**src/rtl/mux_n_to_1_reg_if.sv**
```systemverilog
// Purpose : bundles the N-channel input side and the single output side of
//           mux_n_to_1_reg into one parameterised interface.
// Ports   : in_data/in_valid/in_ready (per-channel handshake), sel/mode
//           (grant control), out_data/out_ch/out_valid/out_ready (output).
// Modports: slave = the mux itself, master = the source/sink around it.
interface mux_n_to_1_reg_if #(
  parameter int WIDTH = 32,
  parameter int CH    = 8,
  parameter int SEL_W = 3
);
  // Channel k occupies in_data[k*WIDTH +: WIDTH].
  logic [CH*WIDTH-1:0] in_data;
  logic [CH-1:0]       in_valid;
  logic [CH-1:0]       in_ready;
  logic [SEL_W-1:0]    sel;
  logic                mode;
  logic [WIDTH-1:0]    out_data;
  logic [SEL_W-1:0]    out_ch;
  logic                out_valid;
  logic                out_ready;

  modport slave (
    input  in_data,
    input  in_valid,
    output in_ready,
    input  sel,
    input  mode,
    output out_data,
    output out_ch,
    output out_valid,
    input  out_ready
  );

  modport master (
    output in_data,
    output in_valid,
    input  in_ready,
    output sel,
    output mode,
    input  out_data,
    input  out_ch,
    input  out_valid,
    output out_ready
  );
endinterface

```
**src/rtl/mux_n_to_1_reg.sv**
```systemverilog
// Purpose : N-channel, W-bit registered mux with valid/ready on every input
//           and a one-entry output register; optional round-robin arbiter.
// Latency : 1 cycle from input handshake to out_valid; 1 word/cycle sustained.
// Backpres: when the output entry is held (out_valid && !out_ready) all
//           in_ready bits drop to 0 and out_data/out_ch stay stable.
// Ports   : clk, reset (synchronous, active-high), bus (mux_n_to_1_reg_if.slave).
// Config  : define MUX_RR_EN to compile in the round-robin arbiter and its
//           priority pointer; without it the mode input is ignored (treated
//           as 0) and the block is explicit-select only.
module mux_n_to_1_reg #(
  parameter int WIDTH = 32,
  parameter int CH    = 8,
  parameter int SEL_W = 3
) (
  input  logic              clk,
  input  logic              reset,
  mux_n_to_1_reg_if.slave   bus
);

  // ---------------------------------------------------------------------
  // Output entry
  // ---------------------------------------------------------------------
  logic [WIDTH-1:0] data_q;
  logic [SEL_W-1:0] ch_q;
  logic             valid_q;

  // The entry may be (re)loaded when it is empty or being drained this cycle.
  logic load_ok;
  assign load_ok = !valid_q || bus.out_ready;

  // ---------------------------------------------------------------------
  // Explicit-select grant: sel >= CH never matches any channel index, so an
  // out-of-range select grants nothing without a separate range compare.
  // ---------------------------------------------------------------------
  logic exp_vld;

  always_comb begin
    exp_vld = 1'b0;
    for (int k = 0; k < CH; k++) begin
      if ((bus.sel == SEL_W'(k)) && bus.in_valid[k]) begin
        exp_vld = 1'b1;
      end
    end
  end

  // ---------------------------------------------------------------------
  // Grant selection
  // ---------------------------------------------------------------------
  logic             gnt_vld;
  logic [SEL_W-1:0] gnt_idx;
  logic             load;

  // A handshake only completes for the granted channel, so a load is simply
  // "some channel is granted and the entry can accept it".
  assign load = gnt_vld && load_ok && !reset;

`ifdef MUX_RR_EN
  // Priority pointer: the last channel served in round-robin mode. The scan
  // starts one past it, so resetting to CH-1 makes channel 0 first.
  logic [SEL_W-1:0] ptr_q;
  logic             rr_mode;
  logic             rr_vld;
  logic [SEL_W-1:0] rr_idx;
  int               rr_best;

  assign rr_mode = bus.mode;

  // Distance of channel k from the scan start (ptr+1), modulo CH. The
  // smallest distance among valid channels is the round-robin winner; this
  // wraps correctly for non-power-of-two CH because only 0..CH-1 are scanned.
  function automatic int rr_dist(input int k, input logic [SEL_W-1:0] p);
    int d;
    d = k - int'(p) - 1;
    if (d < 0) begin
      d = d + CH;
    end
    return d;
  endfunction

  always_comb begin
    rr_vld  = 1'b0;
    rr_idx  = '0;
    rr_best = CH;
    for (int k = 0; k < CH; k++) begin
      if (bus.in_valid[k] && (rr_dist(k, ptr_q) < rr_best)) begin
        rr_best = rr_dist(k, ptr_q);
        rr_idx  = SEL_W'(k);
        rr_vld  = 1'b1;
      end
    end
  end

  assign gnt_vld = rr_mode ? rr_vld : exp_vld;
  assign gnt_idx = rr_mode ? rr_idx : bus.sel;

  // The pointer only advances on round-robin loads; explicit-mode loads and
  // mode switches leave it untouched.
  always_ff @(posedge clk) begin
    if (reset) begin
      ptr_q <= SEL_W'(CH - 1);
    end else if (load && rr_mode) begin
      ptr_q <= gnt_idx;
    end
  end
`else
  // Mode is not meaningful without the arbiter; it is accepted and dropped.
  logic unused_mode;
  assign unused_mode = bus.mode;

  assign gnt_vld = exp_vld;
  assign gnt_idx = bus.sel;
`endif

  // ---------------------------------------------------------------------
  // Per-channel ready: one-hot on the granted channel, zero otherwise.
  // Reset forces all zeros so no handshake completes in the reset cycle.
  // ---------------------------------------------------------------------
  logic [CH-1:0] in_ready;

  always_comb begin
    in_ready = '0;
    for (int k = 0; k < CH; k++) begin
      if (gnt_vld && load_ok && !reset && (gnt_idx == SEL_W'(k))) begin
        in_ready[k] = 1'b1;
      end
    end
  end

  assign bus.in_ready = in_ready;

  // ---------------------------------------------------------------------
  // Data select: feeds only the output register, never an output directly.
  // ---------------------------------------------------------------------
  logic [WIDTH-1:0] gnt_word;

  always_comb begin
    gnt_word = '0;
    for (int k = 0; k < CH; k++) begin
      if (gnt_idx == SEL_W'(k)) begin
        gnt_word = bus.in_data[k*WIDTH +: WIDTH];
      end
    end
  end

  // ---------------------------------------------------------------------
  // Output register. A load takes precedence over a drain, which gives the
  // simultaneous drain-and-replace case with out_valid held at 1.
  // ---------------------------------------------------------------------
  always_ff @(posedge clk) begin
    if (reset) begin
      data_q  <= '0;
      ch_q    <= '0;
      valid_q <= 1'b0;
    end else if (load) begin
      data_q  <= gnt_word;
      ch_q    <= gnt_idx;
      valid_q <= 1'b1;
    end else if (bus.out_ready) begin
      valid_q <= 1'b0;
    end
  end

  assign bus.out_data  = data_q;
  assign bus.out_ch    = ch_q;
  assign bus.out_valid = valid_q;

endmodule

```
**src/flat_wrapper.sv**
```systemverilog
// flat-port wrapper written by rule: the top's interface ports become plain ports
module mux_n_to_1_reg_flat 
#(
  parameter int WIDTH = 32,
  parameter int CH    = 8,
  parameter int SEL_W = 3
)
  (clk, reset, bus_in_data, bus_in_valid, bus_in_ready, bus_sel, bus_mode, bus_out_data, bus_out_ch, bus_out_valid, bus_out_ready);
  mux_n_to_1_reg_if #(.WIDTH(WIDTH), .CH(CH), .SEL_W(SEL_W)) bus_i ();
  input  logic clk;
  input  logic reset;
  input wire logic [$bits(bus_i.in_data)-1:0] bus_in_data;
  input wire logic [$bits(bus_i.in_valid)-1:0] bus_in_valid;
  output wire logic [$bits(bus_i.in_ready)-1:0] bus_in_ready;
  input wire logic [$bits(bus_i.sel)-1:0] bus_sel;
  input wire logic [$bits(bus_i.mode)-1:0] bus_mode;
  output wire logic [$bits(bus_i.out_data)-1:0] bus_out_data;
  output wire logic [$bits(bus_i.out_ch)-1:0] bus_out_ch;
  output wire logic [$bits(bus_i.out_valid)-1:0] bus_out_valid;
  input wire logic [$bits(bus_i.out_ready)-1:0] bus_out_ready;
  assign bus_i.in_data = bus_in_data;
  assign bus_i.in_valid = bus_in_valid;
  assign bus_in_ready = bus_i.in_ready;
  assign bus_i.sel = bus_sel;
  assign bus_i.mode = bus_mode;
  assign bus_out_data = bus_i.out_data;
  assign bus_out_ch = bus_i.out_ch;
  assign bus_out_valid = bus_i.out_valid;
  assign bus_i.out_ready = bus_out_ready;
  mux_n_to_1_reg #(.WIDTH(WIDTH), .CH(CH), .SEL_W(SEL_W)) u_core (.clk(clk), .reset(reset), .bus(bus_i));
endmodule
```
**config.mk**
```make
export PLATFORM = sky130hd
export DESIGN_NAME = mux_n_to_1_reg_flat
export DESIGN_NICKNAME = d
export VERILOG_FILES = /design/src/rtl/mux_n_to_1_reg_if.sv /design/src/rtl/mux_n_to_1_reg.sv /design/src/flat_wrapper.sv
export SDC_FILE = /design/constraint.sdc
export NUM_CORES = 1
export LEC_CHECK = 0
export CAP_MARGIN = 20
export CELL_PAD_IN_SITES_DETAIL_PLACEMENT = 2
export CELL_PAD_IN_SITES_GLOBAL_PLACEMENT = 2
export CORE_AREA = 2 2 148 150
export DETAILED_ROUTE_END_ITERATION = 12
export DIE_AREA = 0 0 150 152
export GPL_TIMING_DRIVEN = 0
export PLACE_DENSITY_LB_ADDON = 0.08
export SYNTH_ARGS = -nofsm -noshare
export SYNTH_HDL_FRONTEND = slang
export SYNTH_SLANG_ARGS = --single-unit
```
**constraint.sdc**
```tcl
create_clock -name clk -period 3.7 [get_ports clk]
set_clock_uncertainty 0.05 [all_clocks]
set_input_delay 0.37 -clock clk [delete_from_list [all_inputs] [get_ports clk]]
set_output_delay 0.37 -clock clk [all_outputs]
set_load 0.1 [all_outputs]
```
==> results.json <==
{
  "synthTopCellsByCount": "56 x o21ai_0, 36 x dfxtp_1, 36 x mux2i_1",
  "slowest_delay_ps": 610,
  "end_kind": "output port",
  "core_area_um2": 21400,
  "fin_nets": 985,
  "worstPathArrival_ps": 3110,
  "wl_per_cell_um": 22.4,
  "power.leakage_nw": 2.51,
  "fmax_mhz": 284,
  "period_needed_ps": 3530,
  "cp-start-kind": "primary input",
  "diodes": 0,
  "synthArstFlopShare_pct": 0,
  "whs_path_depth": 2,
  "hold_class": "flip-flop to flip-flop",
  "die_w_um": 150,
  "ir_drop_uv": 152,
  "ios": 315,
  "yosys_warnings": 0,
  "syn-num-nets": 668,
  "drc_errors": 0,
  "cap_violations": 0,
  "yosys.area.top_type": "dfxtp_1",
  "cts_hold_buf": 0,
  "stdcell_area_um2": 7140,
  "synth_cell_types": 30,
  "fillers": 2410,
  "synth_seq_cells": 36,
  "grt_use_total_pct": 19.1,
  "grt_pass1_wl_um": 32800,
  "path_cells": "clkdlybuf4s50_1 > mux2i_1 > mux4_2 > a211oi_4 > inv_1 > buf_2 > nor2_1 > clkdlybuf4s15_2",
  "report.final.slew_viol_count": 0,
  "port_buffers": 310,
  "critPathRequiredTime_ps": 3280,
  "placed_cells": 987,
  "r2r_cells": 4,
  "finalCritPeriodShare_pct": 95.3,
  "slew_headroom_pct": 29.8,
  "vias": 4641,
  "cts.clk_slew.worst_paths_ps": 60,
  "utilization_pct": 33.4,
  "yosysMostFrequentCell": "o21ai_0",
  "antenna_found_initial": 0,
  "synth_area_leaders": "dfxtp_1 20%, mux4_2 20%, mux2i_1 10%",
  "slowest_stage": "clkdlybuf4s15_2",
  "post_dp_cell_area_um2": 7000,
  "setup_viol": 0,
  "finalSetupTns_ps": 0,
  "cts_made_buffers": 5,
  "cts_buffer_depth": 2,
  "wl_um": 22200,
  "insertion_delay_ps": 290,
  "syn_avg_cell_area_um2": 8.92,
  "initial_core_util_pct": 16.6,
  "synth_edf_count": 0,
  "instances_no_fill": 995,
  "whs_ps": 426,
  "grt-ovfl-total": 0,
  "yosysSeqAreaShare_pct": 20.4,
  "htree_levels": 2,
  "row_count": 54,
  "rsz0062_at_grt": "false",
  "avgViaCountPerCell": 4.66,
  "die_h_um": 152,
  "crit_path_max_fanout": 10,
  "power.density_nw_per_um2": 290,
  "clock-sinks": 36,
  "grt_pass1_vias": 5449,
  "areaGrowthSynthToFinish_pct": 102,
  "yosys.area.top_type_share_pct": 20.4,
  "crit_type": "primary input to output port",
  "synth_area_um2": 3540,
  "gp_congestion": 0.743,
  "cts_tree": "built",
  "dieArea_um2": 22800,
  "worst_slew_pin_slew_ps": 1050,
  "ant_nets": 0,
  "place_hpwl_um": 18300,
  "grt_max_degree": 12,
  "clockRootBuffer": "clkbuf_16",
  "cts_setup_buffers": 0,
  "synth_ff_type": "dfxtp_1",
  "status": "finished, final reports clean",
  "drt_iter0_markers": 109,
  "postSynthCellCount": 397,
  "layout-drive-gt1-share_pct": 10.5,
  "first_pass_iters": 4,
  "hold_viol_final": 0
}
metrics by stage:
stage / setup WS (ps) / power (W)
after detailed placement: -681 / 0.00160
final: 174 / 0.00207
after global routing: 13.6 / 0.00217
after CTS: 11.9 / 0.00210
after global placement: -698 / 0.00158
after floorplan: -575 / 0.00109
what timing repair did:
action / in CTS / in global routing
setup endpoints to repair: 8 / 6
gates resized for setup: 26 / 15
pin swaps: 0 / 0
layout make-up:
type	instances	area (um^2)	share of cell area (%)
Multi-Input combinational cell	311	2580	36.2
Sequential cell	36	721	10.1
Buffer	48	235	3.29
Inverter	2	7.51	0.105
Timing Repair Buffer	310	3080	43.1
Clock inverter	2	35.0	0.491
Tap cell	280	350	4.91
Clock buffer	6	129	1.80
power by group:
group          internal, W  total [W]  switching, W
registers         0.000434   0.000458     0.0000235
clock network     0.000317   0.000492      0.000174
logic             0.000490    0.00112      0.000629
total              0.00124    0.00207      0.000826
layer usage:
metal | track usage, % | vias up | wire [um]
met5 | 0 | - | 0
met4 | 3.73 | 0 | 255
met3 | 4.11 | 12 | 1350
met2 | 35.9 | 160 | 11600
met1 | 22.1 | 2283 | 9010
li1 | - | 2186 | -
flip-flops by register name (all words and copies together) (netlist names):
signal / count
u_core.bus.out_ch: 3
u_core.bus.out_data: 32
u_core.bus.out_valid: 1
path summary, 6_finish.rpt:
check                          start                       to  slack (ps)
max                  bus_in_valid[0]          bus_in_ready[7]         170
max reg2reg     u_core.bus.out_valid   u_core.bus.out_data[3]        1940
min reg2reg  u_core.bus.out_data[27]  u_core.bus.out_data[27]         430
min          u_core.bus.out_data[27]  u_core.bus.out_data[27]         430
logic make-up (layout without fill, tap and decap cells):
logic type	count (synthesis)	after routing	synth area share (%)
AOI/OAI and AO/OA	150	150	26.9
buffers and inverters	50	368	6.79
DFF	36	36	20.4
muxes	68	68	30.5
and+or+nand+nor	93	93	15.4
critical path: cells and delay by family:
| family | cells | cell delay [ps] |
|---|---|---|
| buf+inv | 4 | 1520 |
| mux | 2 | 590 |
| compound gates | 1 | 490 |
| simple gates | 1 | 120 |
cell usage in the layout (no fill, tap or decap), types with 5 or more instances in the layout:
cell	synthesis	routed
buf_2	9	12
clkdlybuf4s50_1	0	302
buf_1	5	5
or3b_2	8	8
mux4_2	32	32
dfxtp_1	36	36
a21oi_1	25	25
nand2b_1	27	27
clkbuf_1	27	26
nand2_1	6	6
clkbuf_16	0	5
mux2i_1	36	36
nor2b_1	28	28
o22ai_1	24	24
a221oi_1	7	7
nor2_1	13	13
a2bb2oi_1	7	7
o21ai_0	56	56
o221ai_1	24	24
Note: power is estimated with default switching activity, not from simulation.
